**src/rtl/matmul_pkg.sv**
```systemverilog
// Shared definitions for the matrix-multiplier job scheduler: FSM state
// encoding and default parameter values.
package matmul_pkg;

  typedef enum logic [2:0] {
    ST_IDLE,
    ST_CLEAR,
    ST_RUN,
    ST_DONE,
    ST_ABORT
  } state_e;

  localparam int TIMEOUT_DEF = 64;
  localparam int CNT_W_DEF   = 16;

endpackage

```
**src/rtl/matmul_rr_arb2.sv**
```systemverilog
// Two-way round-robin arbiter: one-hot winner from req, with a priority
// pointer that moves away from the winner whenever upd is strobed.
module matmul_rr_arb2 (
  input  logic       clk,
  input  logic       reset,
  input  logic [1:0] req,
  input  logic       upd,
  output logic [1:0] win
);

  logic ptr_q, ptr_d;  // 0: requester 0 favoured, 1: requester 1 favoured

  // NOTE: every signal assigned in always_comb gets a default first, so no latch is inferred.
  always_comb begin
    win   = 2'b00;
    ptr_d = ptr_q;
    unique case (req)
      2'b01:   win = 2'b01;
      2'b10:   win = 2'b10;
      2'b11:   win = ptr_q ? 2'b10 : 2'b01;
      default: win = 2'b00;
    endcase
    if (upd) ptr_d = win[0];
  end

  // NOTE: sequential state uses non-blocking assignments only.
  always_ff @(posedge clk) begin
    if (reset) ptr_q <= 1'b0;
    else       ptr_q <= ptr_d;
  end

endmodule

```
**src/rtl/matmul_sched.sv**
```systemverilog
// Job scheduler for a shared matrix multiplier: arbitrates two requesters,
// sequences clear/run of the multiplier and aborts jobs that exceed TIMEOUT.
module matmul_sched
  import matmul_pkg::*;
#(
  parameter int TIMEOUT = TIMEOUT_DEF,
  parameter int CNT_W   = CNT_W_DEF
) (
  input  logic             clk,
  input  logic             reset,
  input  logic [1:0]       req,
  output logic [1:0]       gnt,
  output logic [1:0]       done,
  output logic [1:0]       err,
  output logic             mm_reset,
  output logic             mm_enable,
  input  logic             mm_rdy,
  output logic             busy,
  output logic [CNT_W-1:0] job_count
);

  localparam int            TW       = $clog2(TIMEOUT);
  localparam logic [TW-1:0] CNT_LAST = TW'(TIMEOUT - 1);

  state_e           state_q, state_d;
  logic [1:0]       win_q, win_d;
  logic [TW-1:0]    cnt_q, cnt_d;
  logic [CNT_W-1:0] count_q, count_d;
  logic [1:0]       arb_req, arb_win;
  logic             arb_upd;

  // Outside IDLE the arbiter sees only the current owner, so its winner at
  // update time is exactly the requester being served.
  assign arb_req = (state_q == ST_IDLE) ? req : win_q;
  assign arb_upd = (state_q == ST_RUN) &&
                   (state_d == ST_DONE || state_d == ST_ABORT);

  matmul_rr_arb2 u_arb (
    .clk   (clk),
    .reset (reset),
    .req   (arb_req),
    .upd   (arb_upd),
    .win   (arb_win)
  );

  always_comb begin
    state_d = state_q;
    win_d   = win_q;
    cnt_d   = cnt_q;
    count_d = count_q;
    unique case (state_q)
      ST_IDLE: begin
        if (|req) begin
          win_d   = arb_win;
          state_d = ST_CLEAR;
        end
      end
      ST_CLEAR: begin
        cnt_d   = '0;
        state_d = ST_RUN;
      end
      ST_RUN: begin
        cnt_d = cnt_q + 1'b1;
        if (mm_rdy) begin
          state_d = ST_DONE;
          count_d = count_q + 1'b1;
        end else if (cnt_q == CNT_LAST) begin
          state_d = ST_ABORT;
        end
      end
      ST_DONE, ST_ABORT: state_d = ST_IDLE;
      default:           state_d = ST_IDLE;
    endcase
  end

  always_ff @(posedge clk) begin
    if (reset) begin
      state_q <= ST_IDLE;
      win_q   <= 2'b00;
      cnt_q   <= '0;
      count_q <= '0;
    end else begin
      state_q <= state_d;
      win_q   <= win_d;
      cnt_q   <= cnt_d;
      count_q <= count_d;
    end
  end

  // mm_reset follows reset directly so an in-flight multiplication is cleared.
  assign gnt       = (state_q == ST_IDLE)  ? 2'b00 : win_q;
  assign done      = (state_q == ST_DONE)  ? win_q : 2'b00;
  assign err       = (state_q == ST_ABORT) ? win_q : 2'b00;
  assign mm_reset  = reset || state_q == ST_CLEAR || state_q == ST_ABORT;
  assign mm_enable = (state_q == ST_RUN);
  assign busy      = (state_q != ST_IDLE);
  assign job_count = count_q;

endmodule

```
**config.mk**
```make
export PLATFORM = sky130hd
export DESIGN_NAME = matmul_sched
export DESIGN_NICKNAME = d
export VERILOG_FILES = /design/src/rtl/matmul_pkg.sv /design/src/rtl/matmul_rr_arb2.sv /design/src/rtl/matmul_sched.sv
export SDC_FILE = /design/constraint.sdc
export NUM_CORES = 1
export LEC_CHECK = 0
export BUFFER_PORTS_ARGS = -buffer_cell sky130_fd_sc_hd__buf_2
export CAP_MARGIN = 20
export CORE_ASPECT_RATIO = 1.75
export CORE_MARGIN = 2
export CORE_UTILIZATION = 47
export DETAILED_ROUTE_END_ITERATION = 10
export PLACE_DENSITY = 0.8
export SYNTH_ARGS = -nofsm -noshare
export SYNTH_HDL_FRONTEND = slang
export SYNTH_HIERARCHICAL = 1
export SYNTH_SLANG_ARGS = --single-unit
```
**constraint.sdc**
```tcl
create_clock -name clk -period 1.7 [get_ports clk]
set_input_delay 0.51 -clock clk [delete_from_list [all_inputs] [get_ports clk]]
set_output_delay 0.51 -clock clk [all_outputs]
set_load 0.02 [all_outputs]
```
==> flow_summary_export.csv <==
group,metric,value,unit
outcome,status,"finished with violations",
outcome,violations,"setup timing",
sta,rsz0062_at_grt,"yes",
power,p_leak,0.900,nW
detailed_routing,via_per_inst,5.87,
floorplanning,start_util,49.9,%
global_route,overflow,0,
synth,synth_seq_area_share,38.4,%
sta,worstMarginPinSlew,0.423,ns
critical_path,worstSetupEndpointType,"output pin",
sta,clock.fmax,539,MHz
placement,hpwl,2.55,mm
cells_and_area,drive_gt1_share,39.6,%
synth,synth_edf_count,0,
synth,synth_top_area_share,38.4,%
detailed_routing,avgRoutedWirePerCell,16.6,um
critical_path,path_buf_inv,2,
detailed_routing,antenna_left,0,
placement,dpl.cell_count,247,
synth,synth.distinct_cells,41,
synth,synth_fp_nets,183,
detailed_routing,firstDrtPassIters,4,
placement,place_ws,-0.111,ns
power,powerDensity,725,nW/um^2
cells_and_area,fin_cells,268,
sta,finalSetupViolCount,9,
critical_path,crit_end,"gnt[1]",
global_route,grt_max_degree,19,
synth,synth.avg_cell_area,8.30,um^2
floorplanning,fp.dieH,77.8,um
floorplanning,core.rowCount,26,
sta,maxSlewHeadroom,71.1,%
sta,hold_viol_final,0,
power,vdd_drop_max,0.634,mV
floorplanning,dieWidth,46.2,um
clocking,cts.sinks,28,
global_route,grt_pass1_vias,1392,
critical_path,crit_slowest_cell,"dfxtp_4",
cells_and_area,multi_input_area,891,um^2
synth,netlist_area,1460,um^2
clocking,clk_pin_slew_worst_paths,0.10,ns
critical_path,cp_data_required_time,1.19,ns
global_route,grt_pass1_wl,6.17,mm
critical_path,worstSetupPathDepth,4,
synth,async_flop_share,0,%
synth,synthCells,176,
detailed_routing,via_count,1574,
detailed_routing,drt_wl_total,4.46,mm
sta,fin_ws,-0.156,ns
critical_path,cp_data_arrival_time,1.35,ns
synth,ys.flop_type,"dfxtp_1",
placement,gp_congestion,0.810,
global_route,track_usage,22.6,%
detailed_routing,drtIter0Drc,58,
sta,skew,0.00169,ns
synth,yosys.area.top_type,"dfxtp_1",
clocking,cts_tree,"yes",
cells_and_area,fillCellCount,218,
clocking,cts-root-buf,"clkbuf_8",
placement,placed_area,1800,um^2
cells_and_area,area_delta_synth_final,44.9,%
clocking,clock_latency,0.28,ns
sta,fin_crit,1.86,ns
synth,synth_area_leaders,"dfxtp_1 38%, xnor2_1 4.8%, o21ai_0 4.1%",
critical_path,startpoint,"state_q[1]",
cells_and_area,final_cell_area,2120,um^2
critical_path,max_stage_delay,0.38,ns
floorplanning,ios,30,
critical_path,r2r_start,"state_q[1]",
floorplanning,dieArea,3590,um^2
clocking,numCtsBuffers,3,
critical_path,reg2reg_depth,8,
sta,fin_setup_tns,-0.681,ns
worst_hold_path,hold_depth,2,
global_route,antenna_found_initial,0,
synth,synth_seq_cells,28,
cells_and_area,fin_nets,248,
critical_path,path_cells,"nor3_2, buf_4, and2b_1, buf_6",
critical_path,crit_family,"simple AND/OR/NAND/NOR gates",
cells_and_area,antenna_cells,0,
worst_hold_path,hp-class,"flop to flop",
cells_and_area,finish.utilization,72.3,%
sta,period_share,109,%
sta,slew_violations,0,
critical_path,rr_endpoint,"win_q[1]",
clocking,htreeDepth,1,
synth,yosysWarnings,6,
clocking,clock_path_buffers,2,
cells_and_area,seqCellArea,582,um^2
job,maxCapViolations,0,
critical_path,worstPathMaxFanout,5,
placement,portBuffers,29,
critical_path,rrSetupSlack,-0.03,ns
detailed_routing,post-route-drc-count,0,
floorplanning,core_area,2930,um^2
critical_path,critical_path_class,"flop to output pin",
critical_path,critPathLaunchType,"flop",
area by class of cell:
cell class / count / share of cell area [%]
multi-input combinational: 132 / 42.1
sequential: 28 / 27.5
timing repair buffer: 69 / 24.9
clock buffer: 4 / 2.60
tap: 28 / 1.65
inverter: 7 / 1.24
metal layers:
layer,GRT usage (%),share of wire (%),vias to the layer above
met5,0,0,-
met4,9.14,3.5,0
met3,2.09,3.3,11
met2,41.4,57,42
met1,24.3,36,756
li1,-,-,765
cell usage after synthesis, types with 7 or more instances:
cell and n:
nor2_1 16, a21oi_1 11, nand2_1 9, clkbuf_1 8
nand3_1 9, inv_1 7, dfxtp_1 28, xnor2_1 8
o21ai_0 12
cell usage in the layout, fill, tap and decap left out, types with 3 or more instances in the layout:
| master | netlist | layout |
|---|---|---|
| buf_4 | 0 | 36 |
| buf_2 | 1 | 23 |
| dfxtp_1 | 28 | 17 |
| nor2_1 | 16 | 15 |
| o21ai_0 | 12 | 11 |
| a21oi_1 | 11 | 11 |
| nand3_1 | 9 | 9 |
| nand2_1 | 9 | 9 |
| dfxtp_2 | 0 | 8 |
| inv_1 | 7 | 7 |
| xnor2_1 | 8 | 7 |
| buf_6 | 0 | 6 |
| or3_1 | 5 | 5 |
| nand2b_1 | 5 | 5 |
| nor4_1 | 5 | 5 |
| and3_1 | 5 | 4 |
| nor3_1 | 5 | 4 |
| clkbuf_8 | 0 | 4 |
| xor2_1 | 3 | 3 |
| a31oi_1 | 3 | 3 |
| dfxtp_4 | 0 | 3 |
registers in the layout, indices dropped and copies added (netlist names):
| name | cells |
|---|---|
| win_q | 2 |
| cnt_q | 6 |
| state_q | 3 |
| job_count | 16 |
| u_arb/ptr_q | 1 |
metrics by stage:
step / hold slack (ns) / total power [mW]
2_1_floorplan: 0.448 / 0.877
3_3_place_gp: 0.462 / 0.965
3_5_place_dp: 0.469 / 0.969
4_1_cts: 0.479 / 1.40
5_1_grt: 0.530 / 1.60
6_report: 0.497 / 1.54
how the worst min path moves through the flow:
stage / from / to / slack [ns]
final: job_count[1] / job_count[1] / 0.50
after global routing: job_count[1] / job_count[1] / 0.53
after CTS: state_q[2] / state_q[0] / 0.48
after detailed placement: cnt_q[5] / cnt_q[5] / 0.47
after global placement: cnt_q[5] / cnt_q[5] / 0.46
after floorplan: cnt_q[5] / cnt_q[5] / 0.45
power breakdown:
group	leakage (nW)	switching, mW	total (mW)	internal (mW)
registers	0.232	0.0297	0.705	0.675
clock network	0.0288	0.213	0.420	0.208
logic	0.639	0.189	0.410	0.221
what timing repair did:
item	CTS	global route
gates cloned	0	1
gates resized for setup	22	14
setup buffers	5	11
endpoints found under the hold margin	0	0
pin swaps	1	3
setup endpoints to repair	9	13
hold buffers	0	0
kinds of logic after synthesis:
logic type,share of synthesized area [%]
AO/OA/AOI/OAI,17.6
XOR/XNOR,6.59
adder cells (fa/ha/maj),1.71
buffers and inverters,4.20
flip-flops,38.4
multiplexers,1.37
AND/OR/NAND/NOR,30.2
worst min-delay path, cell delays in order (launching register included):
cell,delay [ns]
dfxtp_2,0.35
nand2_1,0.06
a21oi_1,0.06
Power figures use the tool's default switching activity.
